**config.mk**
```make
export PLATFORM = sky130hd
export DESIGN_NAME = dm_responder
export DESIGN_NICKNAME = d
export VERILOG_FILES = /design/src/rtl/dm_responder.sv
export SDC_FILE = /design/constraint.sdc
export NUM_CORES = 2
export LEC_CHECK = 0
export CAP_MARGIN = 20
export CELL_PAD_IN_SITES_DETAIL_PLACEMENT = 0
export CELL_PAD_IN_SITES_GLOBAL_PLACEMENT = 1
export CORE_MARGIN = 2
export CORE_UTILIZATION = 50
export CTS_BUF_LIST = sky130_fd_sc_hd__clkbuf_4
export DETAILED_ROUTE_END_ITERATION = 8
export GPL_ROUTABILITY_DRIVEN = 0
export PLACE_DENSITY = 0.81
export SLEW_MARGIN = 5
export SYNTH_ARGS = -nofsm -noshare
export SYNTH_HDL_FRONTEND = slang
export SYNTH_SLANG_ARGS = --single-unit
```
**constraint.sdc**
```tcl
create_clock -name clk -period 4.7 [get_ports clk]
set_input_delay 0.47 -clock clk [delete_from_list [all_inputs] [get_ports clk]]
set_output_delay 0.47 -clock clk [all_outputs]
set_load 0.005 [all_outputs]
```
**src/rtl/dm_responder.sv**
```systemverilog
// Single-port word memory responder: captures one request, waits WAIT_CYCLES, then acks for one cycle.
// Optional macro DM_ALIGN_CHECK_EN rejects misaligned accesses with err=1 and no memory effect.
module dm_responder #(
    parameter int WAIT_CYCLES = 2,
    parameter int DEPTH_LOG2  = 6
) (
    input  logic        clk,
    input  logic        reset,
    input  logic        req,
    input  logic        we,
    input  logic [31:0] addr,
    input  logic [31:0] wdata,
    output logic [31:0] rdata,
    output logic        ack,
    output logic        err,
    output logic        busy
);

    // state | meaning
    // IDLE  | waiting for req; captures we/addr/wdata when req=1
    // WAIT  | down-counter running; leaves when counter reads 0
    // RESP  | one-cycle ack (and err/rdata) toward the initiator
    typedef enum logic [1:0] {IDLE, WAIT, RESP} state_t;

    localparam int DEPTH = 1 << DEPTH_LOG2;
    localparam logic [3:0] CNT_LOAD = (WAIT_CYCLES > 0) ? 4'(WAIT_CYCLES - 1) : 4'd0;

    state_t                  state_q, state_d;
    logic [3:0]              cnt_q;
    logic                    we_q;
    logic [DEPTH_LOG2-1:0]   idx_q;
    logic                    mis_q;
    logic [31:0]             wdata_q;

    logic [31:0]             mem [DEPTH];

    logic                    capture;
    logic [DEPTH_LOG2-1:0]   addr_idx;
    logic                    addr_mis;
    logic                    enter_resp;
    logic                    wr_we;
    logic                    wr_mis;
    logic [DEPTH_LOG2-1:0]   wr_idx;
    logic [31:0]             wr_data;
    logic                    wr_en;
    logic                    unused_addr;

    assign addr_idx = addr[DEPTH_LOG2+1:2];

`ifdef DM_ALIGN_CHECK_EN
    assign addr_mis    = (addr[1:0] != 2'b00);
    assign unused_addr = ^{addr[31:DEPTH_LOG2+2]};
`else
    assign addr_mis    = 1'b0;
    assign unused_addr = ^{addr[31:DEPTH_LOG2+2], addr[1:0]};
`endif

    assign capture = (state_q == IDLE) && req;

    always_comb begin
        state_d = state_q;
        case (state_q)
            IDLE: if (req) state_d = (WAIT_CYCLES > 0) ? WAIT : RESP;
            WAIT: if (cnt_q == 4'd0) state_d = RESP;
            RESP: state_d = IDLE;
            default: state_d = IDLE;
        endcase
    end

    always_ff @(posedge clk or posedge reset) begin
        if (reset) begin
            state_q <= IDLE;
            cnt_q   <= 4'd0;
            we_q    <= 1'b0;
            idx_q   <= '0;
            mis_q   <= 1'b0;
            wdata_q <= 32'd0;
        end else begin
            state_q <= state_d;
            if (capture) begin
                we_q    <= we;
                idx_q   <= addr_idx;
                mis_q   <= addr_mis;
                wdata_q <= wdata;
                cnt_q   <= CNT_LOAD;
            end else if (state_q == WAIT && cnt_q != 4'd0) begin
                cnt_q <= cnt_q - 4'd1;
            end
        end
    end

    // With zero wait states RESP is entered straight from IDLE, so the live inputs are the request.
    assign enter_resp = (state_d == RESP) && (state_q != RESP);
    assign wr_we      = (state_q == IDLE) ? we       : we_q;
    assign wr_mis     = (state_q == IDLE) ? addr_mis : mis_q;
    assign wr_idx     = (state_q == IDLE) ? addr_idx : idx_q;
    assign wr_data    = (state_q == IDLE) ? wdata    : wdata_q;
    assign wr_en      = enter_resp && wr_we && !wr_mis && !reset;

    // Memory is deliberately outside the reset domain so contents survive reset.
    always_ff @(posedge clk) begin
        if (wr_en) mem[wr_idx] <= wr_data;
    end

    assign busy  = (state_q != IDLE);
    assign ack   = (state_q == RESP);
    assign err   = ack && mis_q;
    assign rdata = (ack && !we_q && !mis_q) ? mem[idx_q] : 32'd0;

endmodule

```
==> flow_summary_export.csv <==
group,metric,value,unit
run_status,status,"finished, violations left",
run_status,violations,"negative setup slack",
timing,fin_worst_skew,0.122,ns
grt,grt_pass1_vias,44100,
route,detail-route-antenna-nets,0,
cells_and_area,fin_area,95500,um2
clock_tree,numCtsBuffers,538,
timing,hold_violations,0,
critical_path,path_cells,"buf_12, buf_8, buf_12, mux4_2, mux4_2, o22ai_4, a31oi_1, buf_4, clkdlybuf4s50_1",
clock_tree,cts.clk_slew.worst_paths,0.06,ns
critical_path,path_buf_inv,5,
cells_and_area,fillers,11200,
power_and_ir_drop,p_sw_frac,0.322,
timing,fmax,212,MHz
critical_path,ff2ff_setup_slack,0.93,ns
yosys,synthArstFlopShare,0.0215,
grt,grt_pass1_wl,317,mm
yosys,synth_top_area_cell,"edfxtp_1",
critical_path,worstSetupPathType,"flop to primary output",
route,route.detailed.drc,0,
clock_tree,htree_num_levels,6,
critical_path,cp-startpoint,"idx_q[0]",
timing,timing_worst_slew_pin_value,1.09,ns
power_and_ir_drop,power.share.combinational,0.332,
floorplanning,fp.dieH,406,um
yosys,synth_seq_cells,2093,
power_and_ir_drop,ir_drop,0.000372,V
yosys,synth-seq-area-share,0.776,
critical_path,slowest_delay,0.53,ns
critical_path,worst_setup_path_start_kind,"flop",
floorplanning,num_io_pins,103,
clock_tree,worstSkewPairLatency,1.32,ns
grt,grtUsageMet3,0.0781,
critical_path,crit_end,"rdata[23]",
floorplanning,start_util,0.503,
clock_tree,cts-root-buf,"clkbuf_4",
yosys,synthFlopType,"edfxtp_1",
timing,whs,0.304,ns
yosys,synth_warnings,0,
timing,setup-tns-final,-0.00721,ns
timing,slew_violations,0,
yosys,synth_edf_count,2048,
floorplanning,core-area,160000,um2
power_and_ir_drop,p_leak,31.1,nW
place,port_buffers,75,
timing,period_share,1.00,
grt,grtUsageTotal,0.275,
clock_tree,cts.sinks,2093,
timing,setup_violations,1,
clock_tree,clock_path_buffers,4,
grt,grt_util_met2,0.426,
timing,grt_setup_unrepaired,"yes",
critical_path,arrival,4.24,ns
grt,overflow,0,
place,hpwl,127,mm
power_and_ir_drop,power.switching,18.9,mW
critical_path,crit_family,"buffers and inverters",
cells_and_area,final_common_cell,"edfxtp_1",
yosys,syn_inst,3632,
clock_tree,cts_tree,"yes",
yosys,avgSynthCellArea,22.2,um2
critical_path,reg2reg_depth,6,
cells_and_area,final_cell_mix,"edfxtp_1 (2,048), clkbuf_4 (747), mux4_2 (518)",
power_and_ir_drop,power-per-cell-area,616,nW/um2
grt,antenna_found_initial,8,
critical_path,worstSetupPathDepth,9,
critical_path,reg2reg_from,"idx_q[5]",
route,drt_pre_antenna_iters,5,
yosys,ys_top_cells_by_area,"edfxtp_1 (76%), mux4_2 (14%), dfrtp_1 (1.4%)",
cells_and_area,area_growth,18.4,%
grt,top_usage_layer,"met2",
grt,grt_max_degree,65,
critical_path,critPathRequiredTime,4.23,ns
power_and_ir_drop,power.total,58.9,mW
route,wire_per_inst,32.5,um
hold_path,hold_path.startpoint,"wdata[13]",
hold_path,holdPathStages,4,
timing,min_period,4.71,ns
power_and_ir_drop,pwr-share-seq,0.411,
route,vias,44100,
cells_and_area,fin_nets,4518,
place,dp_cells,5925,
critical_path,r2r_end,"mem[40][7]",
cells_and_area,drive_above_1_share,0.402,
yosys,synth_top_area_share,0.762,
route,viasPerCell,6.36,
power_and_ir_drop,power.internal,39.9,mW
yosys,yosysUniqueCellTypes,59,
timing,final.setup.worst_slack,-0.00721,ns
floorplanning,rows,147,
power_and_ir_drop,power.share.clock,0.257,
yosys,synth_fp_nets,3701,
critical_path,cp_max_fo,11,
floorplanning,die-area,165000,um2
timing,slew-limit-headroom,0.274,
place,placed_area,86100,um2
hold_path,hold_class,"input port to flop",
yosys,synth_area,80700,um2
grt,grtUsageMet1,0.374,
cells_and_area,fin_cells,6946,
run,cap_violations,0,
floorplanning,die_w,406,um
route,routed_wl,226,mm
route,drtIter0Drc,6787,
critical_path,cpMaxStageDelayCell,"mux4_2",
critical_path,cp-end-kind,"primary output",
==> area by class of cell <==
type | instances | area, um2 | share of cell area
Antenna cell | 8 | 20.0 | 0.000210
Clock buffer | 747 | 5610 | 0.0587
Clock inverter | 122 | 850 | 0.00889
Inverter | 7 | 27.5 | 0.000288
Multi-Input combinational cell | 1338 | 18100 | 0.190
Sequential cell | 2093 | 62600 | 0.656
Tap cell | 2160 | 2700 | 0.0283
Timing Repair Buffer | 471 | 5550 | 0.0581
==> cells in the mapped netlist, drive strengths merged, types with 3 or more instances <==
master and n:
nor3 14, o221ai 7, nand3b 6, mux4 518, nor4 6, mux2 63, a21oi 40, or3b 3
o2111ai 3, dfrtp 45, inv 6, clkbuf 70, o22ai 29, nand2b 11, a22o 9, a22oi 78
o211ai 5, a211o 4, buf 124, a211oi 6, mux2i 110, edfxtp 2048, nand2 184, and3 3
xnor2 3, o311ai 3, o21ai 35, nor2 106, a221oi 15, and2 6, nor2b 18, a31oi 7
nand3 24
==> registers in the layout (all words and copies together), names as in the netlist <==
signal   flops
cnt_q        4
idx_q        6
mem       2048
state_q      2
wdata_q     32
we_q         1
==> stage by stage <==
step / util / setup slack (ns)
after global routing: 0.596 / -0.104
after global placement: 0.537 / 0.415
after CTS: 0.591 / -0.101
final: 0.596 / -0.00721
after floorplan: - / 0.885
after detailed placement: 0.537 / 0.431
==> layer usage <==
| layer | up-vias | share of wire |
|---|---|---|
| met5 | - | 0.00016 |
| met4 | 6 | 0.036 |
| met1 | 22800 | 0.35 |
| met3 | 494 | 0.14 |
| li1 | 17300 | - |
| met2 | 3499 | 0.48 |
==> kinds of logic after synthesis <==
family,Yosys count,share of synthesized area
DFF,2093,0.776
muxes,691,0.167
and+or+nand+nor,388,0.0209
AOI/OAI and AO/OA,254,0.0216
buffers and inverters,201,0.0136
xor gates and xnor gates,3,0.000326
adders and majority gates,1,0.000155
other,1,0.0000465
==> worst reg2reg max path: cells and delay by family (launching register included) <==
family / cells / cell delay, ns
and+or+nand+nor: 3 / 1.75
buffers and inverters: 2 / 0.85
AOI/OAI and AO/OA: 1 / 0.40
DFF: 1 / 0.36
==> repair_timing <==
item                                    CTS  global route
gates cloned                              9             4
buffers inserted                         61             7
resized for setup                       214            43
endpoints found under the setup margin   32            17
hold buffers                             40             0
hold endpoints to repair                 87             0
pin swaps                                27            10
==> power by group through the flow <==
stage                     logic [mW]  registers [mW]  clock network, mW
final                           19.6            24.2               15.1
after global routing            20.3            24.2               16.3
after CTS                       18.4            24.3               15.3
after detailed placement        16.3            24.9                  0
after global placement          15.9            24.9                  0
after floorplan                 10.5            24.5                  0
==> worst min-delay path by stage <==
stage,to
floorplan,wdata_q[0]
global placement,wdata_q[1]
detailed placement,wdata_q[30]
CTS,wdata_q[15]
global route,wdata_q[15]
finish,wdata_q[13]
(Power assumes the default switching activity.)
